===== src/rtl/axi_llc_read_unit.sv =====
// LLC read unit: splits a read descriptor into per-beat data-storage reads,
// tracks in-flight beats in a small metadata FIFO, returns data on the AXI
// R channel and unlocks the cache line after the final beat.
// The top two descriptor bits above id are reserved and ignored.
module axi_llc_read_unit #(
  parameter int unsigned AddrWidth         = 64,
  parameter int unsigned DataWidth         = 64,
  parameter int unsigned IdWidth           = 6,
  parameter int unsigned WayIndWidth       = 8,
  parameter int unsigned IndexLength       = 8,
  parameter int unsigned BlockOffsetLength = 3,
  parameter int unsigned MetaDepth         = 2
) (
  input  logic                                          clk_i,
  input  logic                                          rst_i,
  input  logic [IdWidth+AddrWidth+18+WayIndWidth-1:0]   desc_i,
  input  logic                                          desc_valid_i,
  output logic                                          desc_ready_o,
  output logic [IndexLength+BlockOffsetLength+WayIndWidth-1:0] way_req_o,
  output logic                                          way_req_valid_o,
  input  logic                                          way_req_ready_i,
  input  logic [DataWidth-1:0]                          way_rsp_data_i,
  input  logic                                          way_rsp_valid_i,
  output logic                                          way_rsp_ready_o,
  output logic [IdWidth+DataWidth+3-1:0]                r_chan_o,
  output logic                                          r_valid_o,
  input  logic                                          r_ready_i,
  output logic [IndexLength+WayIndWidth-1:0]            unlock_o,
  output logic                                          unlock_req_o,
  input  logic                                          unlock_gnt_i
);

  localparam int unsigned ByteOffsetLength = $clog2(DataWidth / 8);
  localparam int unsigned PtrWidth = (MetaDepth > 1) ? $clog2(MetaDepth) : 1;
  localparam int unsigned CntWidth = $clog2(MetaDepth + 1);
  localparam logic [1:0]  RespSlvErr = 2'b10;
  localparam logic [1:0]  BurstFixed = 2'b00;

  typedef enum logic {StIdle, StBusy} state_e;

  state_e                   state_q;
  logic [IdWidth-1:0]       id_q;
  logic [AddrWidth-1:0]     addr_q;
  logic [7:0]               len_q;
  logic [2:0]               size_q;
  logic [1:0]               burst_q;
  logic [1:0]               resp_q;
  logic                     last_q;
  logic [WayIndWidth-1:0]   way_q;

  // Descriptor fields, packed id (MSB) down to way_ind (LSB).
  logic [WayIndWidth-1:0]   d_way;
  logic                     d_last;
  logic [1:0]               d_resp;
  logic [1:0]               d_burst;
  logic [2:0]               d_size;
  logic [7:0]               d_len;
  logic [AddrWidth-1:0]     d_addr;
  logic [IdWidth-1:0]       d_id;

  assign d_way   = desc_i[WayIndWidth-1:0];
  assign d_last  = desc_i[WayIndWidth];
  assign d_resp  = desc_i[WayIndWidth+1 +: 2];
  assign d_burst = desc_i[WayIndWidth+3 +: 2];
  assign d_size  = desc_i[WayIndWidth+5 +: 3];
  assign d_len   = desc_i[WayIndWidth+8 +: 8];
  assign d_addr  = desc_i[WayIndWidth+16 +: AddrWidth];
  assign d_id    = desc_i[WayIndWidth+16+AddrWidth +: IdWidth];

  // Metadata FIFO storage, one field per array.
  logic [IdWidth-1:0]       m_id    [MetaDepth];
  logic [1:0]               m_resp  [MetaDepth];
  logic                     m_err   [MetaDepth];
  logic                     m_rlast [MetaDepth];
  logic                     m_final [MetaDepth];
  logic [IndexLength-1:0]   m_index [MetaDepth];
  logic [WayIndWidth-1:0]   m_way   [MetaDepth];
  logic [PtrWidth-1:0]      wr_ptr_q, rd_ptr_q;
  logic [CntWidth-1:0]      cnt_q;

  logic                         busy, err_beat, beat_final, fifo_full, fifo_empty;
  logic                         consume, load, r_hs;
  logic [IndexLength-1:0]       line_addr;
  logic [BlockOffsetLength-1:0] blk_offset;

  function automatic logic [PtrWidth-1:0] ptr_inc(input logic [PtrWidth-1:0] p);
    return (p == PtrWidth'(MetaDepth - 1)) ? '0 : p + PtrWidth'(1);
  endfunction

  // Handshake and datapath decode; every valid is forced low while in reset.
  always_comb begin
    busy            = (state_q == StBusy);
    err_beat        = (resp_q == RespSlvErr);
    beat_final      = (len_q == 8'd0);
    fifo_full       = (cnt_q == CntWidth'(MetaDepth));
    fifo_empty      = (cnt_q == '0);
    line_addr       = addr_q[ByteOffsetLength+BlockOffsetLength +: IndexLength];
    blk_offset      = addr_q[ByteOffsetLength +: BlockOffsetLength];
    way_req_o       = {line_addr, blk_offset, way_q};
    way_req_valid_o = !rst_i && busy && !err_beat && !fifo_full;
    consume         = !rst_i && busy && !fifo_full && (err_beat || way_req_ready_i);
    desc_ready_o    = rst_i || !busy || (consume && beat_final);
    load            = !rst_i && desc_valid_i && desc_ready_o;
    r_valid_o       = !rst_i && !fifo_empty && (m_err[rd_ptr_q] || way_rsp_valid_i) &&
                      (!m_final[rd_ptr_q] || unlock_gnt_i);
    r_hs            = r_valid_o && r_ready_i;
    way_rsp_ready_o = r_hs && !m_err[rd_ptr_q];
    unlock_req_o    = r_hs && m_final[rd_ptr_q];
    unlock_o        = {m_index[rd_ptr_q], m_way[rd_ptr_q]};
    r_chan_o        = {m_id[rd_ptr_q],
                       m_err[rd_ptr_q] ? {DataWidth{1'b0}} : way_rsp_data_i,
                       m_resp[rd_ptr_q], m_rlast[rd_ptr_q]};
  end

  // Descriptor register and IDLE/BUSY control; a new descriptor may load on the final beat.
  always_ff @(posedge clk_i) begin
    if (rst_i) begin
      state_q <= StIdle;
      id_q    <= '0;
      addr_q  <= '0;
      len_q   <= '0;
      size_q  <= '0;
      burst_q <= '0;
      resp_q  <= '0;
      last_q  <= 1'b0;
      way_q   <= '0;
    end else if (load) begin
      state_q <= StBusy;
      id_q    <= d_id;
      addr_q  <= d_addr;
      len_q   <= d_len;
      size_q  <= d_size;
      burst_q <= d_burst;
      resp_q  <= d_resp;
      last_q  <= d_last;
      way_q   <= d_way;
    end else if (consume) begin
      if (beat_final) begin
        state_q <= StIdle;
      end else begin
        len_q <= len_q - 8'd1;
        // WRAP is advanced like INCR; wrapping bursts are split upstream.
        if (burst_q != BurstFixed) begin
          addr_q <= addr_q + (AddrWidth'(1) << size_q);
        end
      end
    end
  end

  // Metadata FIFO contents, written on every consumed beat.
  always_ff @(posedge clk_i) begin
    if (consume) begin
      m_id[wr_ptr_q]    <= id_q;
      m_resp[wr_ptr_q]  <= resp_q;
      m_err[wr_ptr_q]   <= err_beat;
      m_rlast[wr_ptr_q] <= beat_final && last_q;
      m_final[wr_ptr_q] <= beat_final;
      m_index[wr_ptr_q] <= line_addr;
      m_way[wr_ptr_q]   <= way_q;
    end
  end

  // Metadata FIFO pointers and occupancy; push and pop may coincide.
  always_ff @(posedge clk_i) begin
    if (rst_i) begin
      wr_ptr_q <= '0;
      rd_ptr_q <= '0;
      cnt_q    <= '0;
    end else begin
      if (consume) wr_ptr_q <= ptr_inc(wr_ptr_q);
      if (r_hs)    rd_ptr_q <= ptr_inc(rd_ptr_q);
      case ({consume, r_hs})
        2'b10:   cnt_q <= cnt_q + CntWidth'(1);
        2'b01:   cnt_q <= cnt_q - CntWidth'(1);
        default: cnt_q <= cnt_q;
      endcase
    end
  end

endmodule


===== config.mk =====
export PLATFORM = sky130hd
export DESIGN_NAME = axi_llc_read_unit
export DESIGN_NICKNAME = d
export VERILOG_FILES = /design/src/rtl/axi_llc_read_unit.sv
export SDC_FILE = /design/constraint.sdc
export NUM_CORES = 1
export LEC_CHECK = 0
export ABC_AREA = 1
export ABC_CLOCK_PERIOD_IN_PS = 4650
export BUFFER_PORTS_ARGS = -buffer_cell sky130_fd_sc_hd__buf_2
export CAP_MARGIN = 20
export CORE_MARGIN = 2
export CORE_UTILIZATION = 30
export CTS_CLUSTER_SIZE = 28
export DETAILED_ROUTE_END_ITERATION = 8
export PLACE_DENSITY = 0.67
export SKIP_CTS_REPAIR_TIMING = 1
export SYNTH_ARGS = -nofsm -noshare
export SYNTH_HDL_FRONTEND = slang
export SYNTH_SLANG_ARGS = --single-unit

===== constraint.sdc =====
create_clock -name clk_i -period 4.65 [get_ports clk_i]
set_input_delay 0.93 -clock clk_i [delete_from_list [all_inputs] [get_ports clk_i]]
set_output_delay 0.93 -clock clk_i [all_outputs]
set_load 0.01 [all_outputs]

==> impl_results.md, run 1 <==
* Non-Filler Instances at 1118
* Lkg Pwr at 3.54 nW
* Mapped cell area at 5450 µm²
* Iter 0 DRT Violations at 190
* CTS Buf Count at 9
* Syn_area_per_cell at 8.06 µm²
* Skew-Pair Late Insertion Delay at 0.35 ns
* Row Count at 49
* Max Root-Sink Buffers at 2
* Startpoint types: primary input
* Worst path cell trace: buf_2 -> nor2_1 -> o21ai_0 -> nor3b_1 -> inv_1 -> nor2_1 -> buf_2
* Worst EP required at 3.72 ns
* RSZ-0062 raised after global routing: no
* # setup viols final at 0
* Max-cap violations at 0
* Slew Limit Headroom at 54.7%
* Final Worst Setup Slack at 1.47 ns
* Post-synth top cells: 121 x nand2_1, 117 x inv_1, 110 x nor2_1, 54 x edfxtp_1, 54 x nand3_1
* Vias at 4839
* Routability cong. at 0.814
* CP endpoint kind: primary output
* Setup TNS Final at 0 ns
* Crit-path max FO at 20
* CTS tree: done
* Core ar. at 17900 µm²
* Met2 GRT Util at 24.8%
* Final Util at 39.2%
* Area Growth Syn to Fin at 28.9%
* Max frequency at 0.314 GHz
* Worst EP arrival at 2.25 ns
* Synthesized net count at 855
* Largest net degree at the start of global routing at 66
* Dominant cells by area after synthesis: edfxtp_1 30%, dfxtp_1 18%, nand2_1 8.3%, inv_1 8.1%, nor2_1 7.6%
* Setup CP Type: primary input to primary output
* Routed length per instance at 12.9 µm
* Full die area at 19200 µm²
* Pwr dens at 305 nW/µm²
* CP top delay family: simple AND/OR/NAND/NOR gates
* Worst slew pin tran at 0.679 ns
* CTS H-tree depth at 3
* Mapped Cells at 676
* Clk root buf: clkbuf_16
* Async SR Flop Fraction at 0%
* Initial Util at 30.4%
* Sink Count at 104
* Initial antenna violation count at 0
* Detail Route Antenna Nets at 0
* Total Nets Final at 1063
* Tightest Hold Check Type: register to register
* Post-synth top area share at 29.8%
* GRT Residual Overflow at 0
* Fin crit period at 3.18 ns
* Via-per-instance ratio at 4.33
* Vias in the first global route at 4634
* Synth Register Bits at 104
* Final Cycle Share at 68.4%
* Placed insts at 1102
* DP HPWL at 10800 µm
* Yosys top cell by area: edfxtp_1
* Port bufs at 227
* Outcome: completed
* Met1 Use GR at 20.1%
* EDFF count, synth at 54
* Place WS at 1.46 ns
* Hold violation total from the final report at 0
* Layout cells sized above 1 at 32.7%
* DRT Wirelength at 14400 µm
* Clock-pin transition on the worst setup and hold timing paths at 0.07 ns
* CP max stage cell: nor3b_1
* Synth cell types at 37
* Ports at 280
* Count leader, synth: nand2_1
* GRT Util Overall at 15.1%
* Seq/Total Area, Yosys at 48.2%
* Ys Warns at 0
* Die X at 139 µm
* Met3 Usage GRT at 4.01%
* Max Slew Vio Count at 0
* Skew final at 0.00932 ns
* Die height at 139 µm
* Main synth FF type: edfxtp_1
* CP bufs+invs at 3
* First-pass GRT wire length at 23400 µm
* Final Hold Slack at 0.456 ns
* Grt peak-use layer: met2
* Diode count at 0
* VDD IR max at 0.257 mV
* Max incr delay on CP at 0.44 ns
* Initial DRT Pass Iterations at 4
* Residual DRC at 0
kinds of logic (layout without fill, tap and decap cells):
group / count (synthesis) / in the layout / synth area share [%]
mux: 26 / 26 / 5.35
buf+inv: 155 / 368 / 12.0
xor+xnor: 10 / 10 / 1.61
simple gates: 316 / 316 / 24.6
compound gates: 53 / 53 / 5.35
fa+ha+maj: 12 / 12 / 2.90
flops: 104 / 104 / 48.2
tightest hold or removal path, delay by kind of cell, from the launching register on:
| kind | cells | cell delay [ns] |
|---|---|---|
| flip-flops | 1 | 0.30 |
| buffers and inverters | 1 | 0.06 |
| AO/OA/AOI/OAI | 1 | 0.06 |
stage by stage:
| step | power, mW | instance area [µm²] |
|---|---|---|
| final | 2.14 | 7020 |
| after global routing | 2.26 | 7020 |
| after floorplan | 1.28 | 5450 |
| after global placement | 1.42 | 6730 |
| after detailed placement | 1.42 | 6730 |
| after CTS | 2.17 | 7020 |
routing by layer:
metal | vias to the layer above | part of all wire [%]
li1 | 2546 | -
met1 | 2188 | 48
met2 | 95 | 47
met3 | 10 | 4.6
met4 | 0 | 0.88
met5 | - | 0
area by class of cell:
type,instances,area [µm²]
clock buffer,10,239
clock inverter,6,51.3
fill,1865,10900
inverter,118,443
multi-input combinational,417,2190
sequential,104,2620
tap,229,287
timing repair buffer,234,1190
cells in the final DEF (no fill, tap or decap), types with 4 or more instances in the layout:
master	netlist	routed
nor3_1	15	15
a31oi_1	7	7
nand3_1	54	54
ha_1	11	11
buf_4	15	7
dfxtp_1	50	50
inv_1	117	117
nor2_1	110	108
buf_2	6	227
a21oi_1	20	20
o21ai_0	18	18
mux2_2	25	25
nor2_2	2	4
nand2_1	121	121
clkbuf_16	0	9
edfxtp_1	54	54
xor2_1	7	7
report_power, final:
part           internal, mW  total, mW  switching, mW
Combinational         0.148      0.355          0.207
Sequential             1.01       1.05         0.0320
Clock                 0.386      0.739          0.352
state kept, by name, indices dropped and copies added, names as in the netlist, 3 cells and up, named ones only:
| name | cells |
|---|---|
| m_index | 16 |
| m_way | 16 |
| addr_q | 14 |
| m_id | 12 |
| len_q | 8 |
| way_q | 8 |
| id_q | 6 |
| m_resp | 4 |
| size_q | 3 |
path summary, 6_finish.rpt:
path | to | startpoint | depth (start not counted) | slack [ns]
setup reg to reg | cnt_q[1] | register | 10 | 2.27
setup / recovery | unlock_req_o | rst_i | 7 | 1.47
hold / removal | last_q | last_q | 2 | 0.46
hold reg to reg | last_q | last_q | 2 | 0.46
Power figures use the tool's default switching activity.
==> inputs of run 2 (changes only) <==
- ABC_CLOCK_PERIOD_IN_PS: 4650 -> 3300
- clock period: 4.65 -> 3.3 ns (I/O delays scaled with it)
==> run 2 against run 1 <==
  * Combinational power increased by 41%
  * Global-route usage decreased by 0.24 points
  * Count of clock-buffer cells in the layout decreased by 1
  * Setup slack got worse by 0.80 ns
  * Non-clock buffer count increased by 3
  * Worst hold slack got worse by 0.0029 ns
  * Sequential share of layout area decreased by 0.060 points
  * Clock power increased by 37%
  * Critical endpoint is now way_rsp_ready_o
  * Largest cell class unchanged
  * Largest power group unchanged
  * Highest routed layer unchanged
==> impl_results.md, run 2 (synthesis results as in run 1) <==
* CP bufs+invs at 2 (was 3)
* Worst Hold Depth at 2 (unchanged)
* Detail Route Antenna Nets at 0 (unchanged)
* Pwr dens at 426 nW/µm² (was 305 nW/µm²)
* Hold violation total from the final report at 0 (unchanged)
* Routed length per instance at 13.0 µm (was 12.9 µm)
* Sw Pwr at 0.832 mW (was 0.591 mW)
* # setup viols final at 0 (unchanged)
* Clk root buf: clkbuf_16 (unchanged)
* CTS tree: done (unchanged)
* DRT Wirelength at 14500 µm (was 14400 µm)
* Max Slew Vio Count at 0 (unchanged)
* Initial DRT Pass Iterations at 4 (unchanged)
* Worst slew pin tran at 0.674 ns (was 0.679 ns)
* Worst hold start: last_q (unchanged)
* Setup CP Type: register to primary output (was primary input to primary output)
* Total Nets Final at 1066 (was 1063)
* DP HPWL at 10800 µm (about the same)
* Lkg Pwr at 3.55 nW (was 3.54 nW)
* Crit-path max FO at 5 (was 20)
* Initial Util at 30.4% (unchanged)
* Most frequent cells in the layout: 227 x buf_2, 121 x nand2_1, 117 x inv_1 (unchanged)
* RSZ-0062 raised after global routing: no (unchanged)
* Final Hold Slack at 0.453 ns (was 0.456 ns)
* Residual DRC at 0 (unchanged)
* Fin crit period at 2.63 ns
* R2r worst-path depth at 12 (was 10)
* GRT Residual Overflow at 0 (unchanged)
* CP max stage cell: dfxtp_1 (was nor3b_1)
* Diode count at 0 (unchanged)
* Initial antenna violation count at 0 (unchanged)
* Sw Ratio at 27.8% (was 27.6%)
* Die X at 139 µm (unchanged)
* Comb pwr share at 16.8% (was 16.6%)
* CP endpoint kind: primary output (unchanged)
* CTS Buf Count at 9 (unchanged)
* Largest net degree at the start of global routing at 66 (unchanged)
* First-pass GRT wire length at 23200 µm (was 23400 µm)
* Iter 0 DRT Violations at 175 (was 190)
* Skew final at 0.00624 ns (was 0.00932 ns)
* Crit path top cell by count: nor2_1
* Clock-pin transition on the worst setup and hold timing paths at 0.07 ns (about the same)
* Max frequency at 0.380 GHz
* Non-Filler Instances at 1121 (was 1118)
* Max incr delay on CP at 0.45 ns (was 0.44 ns)
* Row Count at 49 (unchanged)
* Setup TNS Final at 0 ns (unchanged)
* Worst path cell trace: mux2i_1 -> nor2_1 -> nor3b_1 -> inv_1 -> nor2_1 -> buf_2 (was buf_2 -> nor2_1 -> o21ai_0 -> nor3b_1 -> inv_1 -> nor2_1 -> buf_2)
* Vias at 4803 (was 4839)
* CTS H-tree depth at 3 (unchanged)
* Worst R2R Start: size_q[0]
* Port bufs at 227 (unchanged)
* R2r setup slk at 1.10 ns (was 2.27 ns)
* Slew Limit Headroom at 55.1% (was 54.7%)
* Outcome: completed (unchanged)
* Die height at 139 µm (unchanged)
* Clk pwr share at 33.9% (was 34.5%)
* Routability cong. at 0.821 (was 0.814)
* P_int at 2.16 mW (was 1.55 mW)
* Area Growth Syn to Fin at 29.1% (was 28.9%)
* Number of fill cells at 1887 (was 1865)
* GRT Util Overall at 14.9% (was 15.1%)
* Tightest Hold Check Type: register to register (unchanged)
* Largest regs: m_index x16, m_way x16, addr_q x14 (unchanged)
* Via-per-instance ratio at 4.28 (was 4.33)
* Max-cap violations at 0 (unchanged)
* Worst EP arrival at 1.97 ns (was 2.25 ns)
* VDD IR max at 0.263 mV (was 0.257 mV)
* Core ar. at 17900 µm² (unchanged)
* Max Root-Sink Buffers at 2 (unchanged)
* Startpoint types: register (was primary input)
* Ports at 280 (unchanged)
* Hold endpoint: last_q (unchanged)
* Reg power frac at 49.3% (was 48.9%)
* Vias in the first global route at 4495 (was 4634)
* Full die area at 19200 µm² (unchanged)
* FF-to-FF End: addr_q[12] (was cnt_q[1])
* Worst EP required at 2.64 ns (was 3.72 ns)
* Sink Count at 104 (unchanged)
* Commonest non-fill, non-tap cell in the layout: buf_2 (unchanged)
* CP top delay family: simple AND/OR/NAND/NOR gates (unchanged)
* Placed insts at 1105 (was 1102)
* Final Cycle Share at 79.7%
* Layout cells sized above 1 at 32.8% (was 32.7%)
* Skew-Pair Late Insertion Delay at 0.35 ns (about the same)
==> run 2: cell types whose count changed in the layout (fill, tap and decap cells not counted), sizes merged <==
cell	change
buf	+3
clkinv	+2
clkinvlp	-1
clkbuf	-1
==> run 2: layout make-up <==
type                    count  area, µm²  share of cell area (%)
well taps                 229        287                    4.08
inverters                 118        443                    6.30
flip-flops and latches    104       2620                    37.3
multi-input cells         417       2190                    31.1
repair buffers            237       1210                    17.2
clock buffers               9        225                    3.20
clock inverters             7       53.8                   0.766
==> run 2: per-layer routing <==
metal	vias up	wire length (µm)	GRT usage [%]
li1	2557	-	-
met1	2138	7080	20.4
met2	103	6730	24.3
met3	5	628	3.11
met4	0	83	3.35
met5	-	0	0
==> run 2: power by group through the flow <==
stage	clock, mW	combinational (mW)	sequential [mW]
after floorplan	0	0.312	1.49
after global placement	0	0.502	1.50
after detailed placement	0	0.505	1.50
after CTS	1.06	0.508	1.47
after global routing	1.10	0.566	1.48
final	1.01	0.502	1.47
==> run 2: stage by stage <==
step           setup slack [ns]  instance area (µm²)  utilization [%]  power, mW
5_1_grt                   0.412                 7030             39.3       3.15
4_1_cts                   0.562                 7030             39.3       3.04
3_3_place_gp              0.764                 6750             37.7       2.00
6_report                  0.669                 7030             39.3       2.99
2_1_floorplan             0.574                 5450                -       1.81
3_5_place_dp              0.713                 6750             37.7       2.01
==> run 2: how the worst max path moves through the flow <==
stage / slack, ns / cells after the start / end / start
2_1_floorplan: 0.57 / 5 / m_err[1] / rst_i
3_3_place_gp: 0.76 / 7 / way_rsp_ready_o / rst_i
3_5_place_dp: 0.71 / 7 / way_rsp_ready_o / rst_i
4_1_cts: 0.56 / 6 / way_rsp_ready_o / register
5_1_grt: 0.41 / 6 / unlock_req_o / register
6_report: 0.67 / 6 / way_rsp_ready_o / register
==> run 2: worst reg2reg max path: stages (launching register included) <==
cell	delay, ns
dfxtp_1	0.39
inv_1	0.12
nor3_1	0.23
inv_1	0.10
fa_1	0.45
o21bai_1	0.31
nand3_1	0.14
nand2_1	0.08
nand2_1	0.05
nand3_1	0.08
nand3_1	0.07
nand2_1	0.06
inv_1	0.03
